$ cat src/rtl/sum_serial_nb.sv
// sum_serial_nb -- digit-serial adder/subtractor with valid/ready handshakes.
//
// A WIDTH-bit add (A+B+cin) or subtract (A+~B+1) is run CHUNK bits per clock,
// LSB chunk first, through one CHUNK-bit adder slice with a registered carry.
// Timeline: accept edge, NCH slice edges, then one commit edge that copies the
// finished result into the output registers and raises o_valid. Outputs only
// change on that commit, so partial sums are never visible on o_Suma.
//
// Optional build macro: SUM_SERIAL_OVF_EN adds o_Ovf (signed overflow).
module sum_serial_nb #(
  parameter int WIDTH = 8,
  parameter int CHUNK = 4
) (
  input  logic             i_clk,
  input  logic             i_rst_n,
  input  logic             i_valid,
  output logic             o_ready,
  input  logic [WIDTH-1:0] i_bit1,
  input  logic [WIDTH-1:0] i_bit2,
  input  logic             i_Carry,
  input  logic             i_sub,
  output logic             o_valid,
  input  logic             i_ready,
  output logic [WIDTH-1:0] o_Suma,
  output logic             o_Carry
`ifdef SUM_SERIAL_OVF_EN
  ,
  output logic             o_Ovf
`endif
);

  localparam int CHUNK_SAFE = (CHUNK < 1) ? 1 : CHUNK;
  localparam int NCH        = (WIDTH / CHUNK_SAFE < 1) ? 1 : WIDTH / CHUNK_SAFE;
  localparam int CW         = (NCH > 1) ? $clog2(NCH) : 1;

  // Reject geometries the slice datapath cannot cover exactly.
  if (CHUNK < 1 || (WIDTH % CHUNK_SAFE) != 0) begin : g_param_err
    $error("sum_serial_nb: WIDTH must be a multiple of CHUNK and CHUNK >= 1");
  end

  typedef enum logic [1:0] {
    IDLE = 2'd0,
    BUSY = 2'd1,
    DONE = 2'd2
  } state_t;

  state_t           state;
  logic [WIDTH-1:0] a_r;
  logic [WIDTH-1:0] b_r;
  logic [WIDTH-1:0] res_r;
  logic             cy;
  logic [CW-1:0]    cnt;
  logic             fin;     // all slices done; next BUSY edge commits

  logic [CHUNK-1:0] a_chk;
  logic [CHUNK-1:0] b_chk;
  logic [CHUNK:0]   slice;

  // Single CHUNK-bit slice: selected operand chunks plus the running carry.
  always_comb begin
    a_chk = a_r[cnt*CHUNK +: CHUNK];
    b_chk = b_r[cnt*CHUNK +: CHUNK];
    slice = {1'b0, a_chk} + {1'b0, b_chk} + {{CHUNK{1'b0}}, cy};
  end

`ifdef SUM_SERIAL_OVF_EN
  logic ovf_r;
  logic ovf_next;
  // Carry into the MSB is recovered from the MSB sum bit; XOR with carry-out.
  always_comb begin
    ovf_next = slice[CHUNK] ^ (a_chk[CHUNK-1] ^ b_chk[CHUNK-1] ^ slice[CHUNK-1]);
  end
`endif

  // Control FSM plus datapath registers; all outputs are registered.
  always_ff @(posedge i_clk or negedge i_rst_n) begin
    if (!i_rst_n) begin
      state   <= IDLE;
      a_r     <= '0;
      b_r     <= '0;
      res_r   <= '0;
      cy      <= 1'b0;
      cnt     <= '0;
      fin     <= 1'b0;
      o_ready <= 1'b1;
      o_valid <= 1'b0;
      o_Suma  <= '0;
      o_Carry <= 1'b0;
`ifdef SUM_SERIAL_OVF_EN
      ovf_r   <= 1'b0;
      o_Ovf   <= 1'b0;
`endif
    end else begin
      case (state)
        IDLE: begin
          if (i_valid && o_ready) begin
            a_r     <= i_bit1;
            b_r     <= i_sub ? ~i_bit2 : i_bit2;
            cy      <= i_sub ? 1'b1 : i_Carry;
            cnt     <= '0;
            fin     <= 1'b0;
            o_ready <= 1'b0;
            state   <= BUSY;
          end
        end
        BUSY: begin
          if (fin) begin
            // Commit: the only place the visible result changes.
            o_Suma  <= res_r;
            o_Carry <= cy;
`ifdef SUM_SERIAL_OVF_EN
            o_Ovf   <= ovf_r;
`endif
            o_valid <= 1'b1;
            fin     <= 1'b0;
            state   <= DONE;
          end else begin
            res_r[cnt*CHUNK +: CHUNK] <= slice[CHUNK-1:0];
            cy <= slice[CHUNK];
`ifdef SUM_SERIAL_OVF_EN
            ovf_r <= ovf_next;
`endif
            if (cnt == CW'(NCH - 1)) fin <= 1'b1;
            else                     cnt <= cnt + CW'(1);
          end
        end
        DONE: begin
          // Result held until downstream takes it; new requests wait.
          if (i_ready) begin
            o_valid <= 1'b0;
            o_ready <= 1'b1;
            state   <= IDLE;
          end
        end
        default: begin
          state   <= IDLE;
          o_valid <= 1'b0;
          o_ready <= 1'b1;
        end
      endcase
    end
  end

endmodule

$ cat config.mk
export PLATFORM = sky130hd
export DESIGN_NAME = sum_serial_nb
export DESIGN_NICKNAME = d
export VERILOG_FILES = /design/src/rtl/sum_serial_nb.sv
export SDC_FILE = /design/constraint.sdc
export NUM_CORES = 1
export LEC_CHECK = 0
export ABC_CLOCK_PERIOD_IN_PS = 4100
export BUFFER_PORTS_ARGS = -buffer_cell sky130_fd_sc_hd__clkbuf_2
export CORE_MARGIN = 1
export CORE_UTILIZATION = 51
export CTS_CLUSTER_DIAMETER = 30
export DETAILED_ROUTE_END_ITERATION = 8
export PLACE_DENSITY = 0.84
export SLEW_MARGIN = 20
export SYNTH_ARGS = -nofsm -noshare
export SYNTH_HDL_FRONTEND = slang
export SYNTH_SLANG_ARGS = --single-unit
$ cat constraint.sdc
create_clock -name i_clk -period 4.1 [get_ports i_clk]
set_clock_uncertainty 0.05 [all_clocks]
set_input_delay 0.41 -clock i_clk [delete_from_list [all_inputs] [get_ports i_clk]]
set_output_delay 0.41 -clock i_clk [all_outputs]
set_load 0.01 [all_outputs]
==> results of run 1 <==
==> metal layers <==
metal,wire (µm),vias up,share of wire [%],GRT usage [%]
li1,-,593,-,-
met1,1344,579,44,21.24
met2,1548,34,50,32.47
met3,161,2,5.2,5.109
met4,29,0,0.94,4.651
met5,0,-,0,0
==> through the flow <==
step           instances  total power (µW)  utilization [%]  cell area, µm²
2_1_floorplan        154              1063                -            1872
3_3_place_gp         222              1182            59.56            2034
3_5_place_dp         222              1216            59.56            2034
4_1_cts              230              1402            60.99            2083
5_1_grt              230              1502            60.99            2083
6_report             230              1382            60.99            2083
==> registers in the layout, summed over array words and instances, names as in the netlist <==
name	flops
a_r	8
b_r	8
o_Suma	8
res_r	8
state	2
cnt	1
cy	1
fin	1
o_Carry	1
o_ready	1
o_valid	1
==> cell type report <==
class | count | area [µm²]
clock buffers | 8 | 48.80
fillers | 299 | 1333
inverters | 2 | 7.507
multi-input cells | 102 | 807.0
flip-flops and latches | 40 | 1002
well taps | 46 | 57.56
repair buffers | 32 | 160.2
==> placed cells by master, fill, tap and decap left out <==
| cell | instances |
|---|---|
| dfstp_2 | 1 |
| clkbuf_2 | 32 |
| a21boi_0 | 1 |
| o21ai_0 | 4 |
| nand3_1 | 1 |
| o22ai_1 | 1 |
| ha_1 | 3 |
| inv_1 | 2 |
| nor2_1 | 11 |
| o31ai_1 | 2 |
| clkbuf_4 | 5 |
| clkbuf_1 | 3 |
| mux2_2 | 28 |
| xnor2_1 | 9 |
| and2b_1 | 1 |
| and3b_1 | 1 |
| nand2b_1 | 2 |
| o221ai_1 | 1 |
| fa_1 | 2 |
| dfrtp_1 | 39 |
| o31ai_2 | 1 |
| and4bb_2 | 1 |
| nand4bb_1 | 1 |
| o22a_1 | 1 |
| nand2_1 | 12 |
| a21oi_1 | 13 |
| nand3b_1 | 3 |
| nor4b_1 | 1 |
| nand2_2 | 1 |
| or4b_1 | 1 |
==> worst max-delay path by stage <==
stage | cells past startpoint | to | slack (ps)
after global placement | 6 | cy | 1590
after CTS | 6 | cy | 1470
final | 6 | cy | 1500
after detailed placement | 6 | cy | 1500
after floorplan | 7 | cy | 1540
after global routing | 6 | cy | 1360
==> critical path, delay by kind of cell (launching register included) <==
kind                     cells  cell delay, ps
adder cells (fa/ha/maj)      2             860
multiplexers                 2             680
AO/OA/AOI/OAI                2             290
flip-flops                   1             610
==> cells by family after synthesis <==
| group | after synthesis | share of synthesized area (%) |
|---|---|---|
| flops | 40 | 53.54 |
| xor+xnor | 9 | 4.211 |
| mux | 28 | 16.84 |
| buf+inv | 12 | 3.342 |
| simple gates | 36 | 10.23 |
| compound gates | 24 | 7.687 |
| fa+ha+maj | 5 | 4.145 |
==> power groups by stage <==
| stage | clock (µW) | sequential, µW | combinational [µW] |
|---|---|---|---|
| detailed placement | 0 | 676 | 540 |
| CTS | 188 | 668 | 545 |
| global route | 211 | 687 | 605 |
| floorplan | 0 | 637 | 426 |
| finish | 180 | 664 | 538 |
| global placement | 0 | 663 | 519 |
==> impl_metrics.env, run 1 <==
export IMPL_hold_viol_final=0
export IMPL_power_density_mw_per_mm2=663.5
export IMPL_start_util_pct=54.80
export IMPL_async_flop_share_pct=100.0
export IMPL_ys_seq_area_share_pct=53.54
export IMPL_cts_sinks=40
export IMPL_fin_ws_ps=1496
export IMPL_dieArea_mm2=0.003916
export IMPL_maxSlewHeadroom_pct=35.54
export IMPL_drtIter0Drc=28
export IMPL_pwr_share_clk_pct=13.1
export IMPL_fin_crit_ps=2604
export IMPL_hpwl_mm=2.330
export IMPL_yosysTopAreaCellShare_pct=52.14
export IMPL_crit_path_cell_trace="mux2_2, fa_1, fa_1, a21oi_1, o221ai_1, mux2_2"
export IMPL_vdd_ir_drop_max_mv=0.2727
export IMPL_maxSlewViolCount=0
export IMPL_setup_violations=0
export IMPL_viasPerCell=5.252
export IMPL_grt_ovfl_total=0
export IMPL_seqPwrFrac_pct=48.0
export IMPL_p_sw_uw=474.2
export IMPL_r2r_end="cy"
export IMPL_drt_antenna_violating_nets=0
export IMPL_cts_max_level=2
export IMPL_grt_max_degree=41
export IMPL_cts_tree="yes"
export IMPL_synthFlopType="dfrtp_1"
export IMPL_core_area_mm2=0.003416
export IMPL_critPathLaunchType="flip-flop"
export IMPL_worst_path_max_fanout=12
export IMPL_syn_to_final_growth_pct=11.30
export IMPL_antenna_cells=0
export IMPL_power_frac_comb_pct=38.9
export IMPL_startpoint="cnt"
export IMPL_clk_pin_slew_ps=110
export IMPL_cp_arrival_ps=2780
export IMPL_criticalPathCategory="reg2reg"
export IMPL_required_ps=4280
export IMPL_dr_total_vias=1208
export IMPL_postCtsHoldBufs=0
export IMPL_drt_first_pass_iters=4
export IMPL_cts_resized=0
export IMPL_fin_nets=210
export IMPL_slowest_delay_ps=610
export IMPL_setup_worst_path_end_class="flip-flop"
export IMPL_crit_slowest_cell="dfrtp_1"
export IMPL_fmax_ghz=0.3840
export IMPL_grt_pass1_wl_mm=5.526
export IMPL_netlist_instances=154
export IMPL_clock_latency_ps=340
export IMPL_synth_area_leaders="dfrtp_1 (52%), mux2_2 (17%), xnor2_1 (4.2%)"
export IMPL_antenna_found_initial=0
export IMPL_p_leak_uw=0.0009814
export IMPL_synth_area_per_cell_um2=12.15
export IMPL_syn_num_nets=181
export IMPL_hp_class="in2async"
export IMPL_clockBufferDepth=2
export IMPL_cts_buffers_inserted=5
export IMPL_drc=0
export IMPL_rrSetupSlack_ps=1500
export IMPL_timing_final_crit_share_pct=63.51
export IMPL_synth_area_mm2=0.001872
export IMPL_yosys_area_top_type="dfrtp_1"
export IMPL_yosys_warnings=0
export IMPL_reg2reg_from="cnt"
export IMPL_cts_root_buf="clkbuf_4"
export IMPL_yosysMostFrequentCell="dfrtp_1"
export IMPL_synth_enable_flop_cells=0
export IMPL_routed_wirelength_mm=3.084
export IMPL_post_cts_buffers=0
export IMPL_dieHeight_um=62.58
export IMPL_p_int_uw=908.1
export IMPL_gp_congestion=0.8084
export IMPL_grt_setup_unrepaired="false"
export IMPL_dpl_worst_slack_ps=1495
export IMPL_holdWs_ps=158.0
export IMPL_switching_share_pct=34.30
export IMPL_drive_gt1_share_pct=37.50
export IMPL_synth_distinct_cells=31
export IMPL_synth_common_cells="dfrtp_1 (39), mux2_2 (28), a21oi_1 (13), nand2_1 (12), nor2_1 (11)"
export IMPL_ys_seq_elements=40
export IMPL_avgRoutedWirePerCell_um=13.41
export IMPL_reg2reg_depth=6
export IMPL_track_usage_pct=18.15
export IMPL_first_global_vias=1257
export IMPL_port_buffer_count=32
export IMPL_status="finished clean"
export IMPL_tightest_slew_ps=966.9
export IMPL_cap_violations=0
export IMPL_row_count=21
export IMPL_finalSetupTns_ps=0
export IMPL_ios=33
export IMPL_die_x_um=62.58
Power figures use the tool's default switching activity.
==> run 2: changes to the inputs <==
--- a/config.mk
+++ b/config.mk
@@ -5,10 +5,10 @@
 export SDC_FILE = /design/constraint.sdc
 export NUM_CORES = 1
 export LEC_CHECK = 0
-export ABC_CLOCK_PERIOD_IN_PS = 4100
+export ABC_CLOCK_PERIOD_IN_PS = 2110
 export BUFFER_PORTS_ARGS = -buffer_cell sky130_fd_sc_hd__clkbuf_2
 export CORE_MARGIN = 1
-export CORE_UTILIZATION = 51
+export CORE_UTILIZATION = 49
 export CTS_CLUSTER_DIAMETER = 30
 export DETAILED_ROUTE_END_ITERATION = 8
 export PLACE_DENSITY = 0.84
==> constraint.sdc (replaced) <==
create_clock -name i_clk -period 2.11 [get_ports i_clk]
set_clock_uncertainty 0.05 [all_clocks]
set_input_delay 0.211 -clock i_clk [delete_from_list [all_inputs] [get_ports i_clk]]
set_output_delay 0.211 -clock i_clk [all_outputs]
set_load 0.01 [all_outputs]
==> impl_metrics.env, run 2 (synthesized netlist as in run 1, its figures left out) <==
export IMPL_track_usage_pct=18.80
export IMPL_dieArea_mm2=0.004071
export IMPL_dpl_cell_area_mm2=0.002098
export IMPL_row_count=22
export IMPL_fin_ws_ps=-54.57
export IMPL_wl_met3_um=153
export IMPL_setup_worst_path_end_class="flip-flop"
export IMPL_drive_gt1_share_pct=43.52
export IMPL_criticalPathCategory="reg2reg"
export IMPL_clock_latency_ps=300
export IMPL_maxSlewViolCount=0
export IMPL_hold_depth=2
export IMPL_met2WireLength_mm=1.634
export IMPL_antenna_cells=0
export IMPL_top_layer_used="met4"
export IMPL_slowest_delay_ps=430
export IMPL_fin_nets=219
export IMPL_setup_violations=1
export IMPL_timing_final_crit_share_pct=102.6
export IMPL_hpwl_mm=2.453
export IMPL_die_x_um=63.81
export IMPL_drt_antenna_violating_nets=0
export IMPL_rrSetupSlack_ps=-50
export IMPL_tightest_slew_ps=364.2
export IMPL_grt_max_degree=18
export IMPL_grt_pass1_wl_mm=5.623
export IMPL_cts_root_buf="clkbuf_8"
export IMPL_port_buffer_count=32
export IMPL_drc=0
export IMPL_design_area_mm2=0.002233
export IMPL_routed_wirelength_mm=3.348
export IMPL_dieHeight_um=63.81
export IMPL_avgRoutedWirePerCell_um=13.89
export IMPL_cp_arrival_ps=2300
export IMPL_cts_max_level=2
export IMPL_gp_congestion=0.7512
export IMPL_final_util_pct=61.00
export IMPL_wl_met1_mm=1.514
export IMPL_final_common_cell="dfrtp_1"
export IMPL_first_global_vias=1248
export IMPL_final_fill_count=310
export IMPL_most_common_layout_cells="dfrtp_1 (39), clkbuf_2 (32), mux2_2 (25), nand2_1 (12)"
export IMPL_cts_sinks=40
export IMPL_core_area_mm2=0.003661
export IMPL_clk_pin_slew_ps=80
export IMPL_antenna_found_initial=0
export IMPL_status="finished, violations left"
export IMPL_vdd_ir_drop_max_mv=0.9434
export IMPL_p_leak_uw=0.001060
export IMPL_viasPerCell=5.187
export IMPL_crit_slowest_cell="dfrtp_1"
export IMPL_dr_total_vias=1250
export IMPL_required_ps=2250
export IMPL_clockBufferDepth=2
export IMPL_drt_first_pass_iters=4
export IMPL_finalSetupTns_ps=-54.57
export IMPL_power_density_mw_per_mm2=1409
export IMPL_grt_setup_unrepaired="true"
export IMPL_drtIter0Drc=47
export IMPL_grt_ovfl_total=0
export IMPL_cap_violations=0
export IMPL_violations="negative setup slack"
export IMPL_syn_to_final_growth_pct=19.32
export IMPL_multi_input_area_um2=833.3
export IMPL_reg2reg_depth=6
export IMPL_cts_buffers_inserted=5
export IMPL_critPathLaunchType="flip-flop"
export IMPL_maxSlewHeadroom_pct=75.38
export IMPL_fin_crit_ps=2165
export IMPL_seqCellArea_mm2=0.001002
export IMPL_hold_viol_final=0
export IMPL_cts_tree="yes"
export IMPL_ios=33
export IMPL_start_util_pct=51.13
export IMPL_fmax_ghz=0.4620
export IMPL_hp_class="in2reg"
export IMPL_crit_path_cell_trace="mux2_4, fa_2, fa_2, a21oi_2, o221ai_1, mux2_4"
export IMPL_worst_path_max_fanout=4
-- run 2: changes by cell type in the layout (fill, tap and decap cells not counted), sizes merged --
cell	change
dlygate4sd3	+1
buf	+8
-- run 2: report_power, final --
part | switching, µW | internal [µW] | total [µW] | leakage (µW)
sequential | 188 | 1080 | 1270 | 0.000495
combinational | 599 | 730 | 1330 | 0.000514
clock | 255 | 298 | 553 | 0.0000515
-- run 2: path summary, 6_finish.rpt --
check | startpoint | to
worst max-delay path | cnt | cy
worst min-delay path | i_ready | state[1]
worst max register to register | cnt | cy
worst min register to register | res_r[2] | res_r[2]
max in group asynchronous | i_rst_n | res_r[3]
min in group asynchronous | i_rst_n | o_Carry
-- run 2: what timing repair did --
action                                  CTS  global route
hold endpoints to repair                 11             0
pin swaps                                 2             2
endpoints found under the setup margin    3             5
setup buffers                             1             1
gates resized for setup                   1             3
hold buffers                              1             0
-- run 2: metal layers --
| metal | global-route usage, % | up-vias |
|---|---|---|
| li1 | - | 609 |
| met1 | 22.27 | 602 |
| met2 | 31.52 | 33 |
| met3 | 6.964 | 6 |
| met4 | 5.966 | 0 |
| met5 | 0 | - |
-- run 2: worst max-delay path, delay by kind of cell, from the launching register on --
family          cells  cell delay (ps)
flops               1              430
mux                 2              590
compound gates      2              230
fa+ha+maj           2              750
-- run 2: stage by stage --
step,std cells,setup slack [ps],power [µW],hold slack [ps]
after floorplan,154,-127.1,2141,-134.6
after global placement,230,-35.00,2435,85.65
after detailed placement,230,-85.14,2512,90.57
after CTS,240,-63.59,3107,59.81
after global routing,241,-125.3,3374,76.36
final,241,-54.57,3147,70.04
-- run 2: cell type report --
cell class,instances,area share [%]
clock buffer,8,4.482
timing repair buffer,41,10.31
tap,48,2.689
inverter,2,0.3361
multi-input combinational,102,37.31
sequential,40,44.87
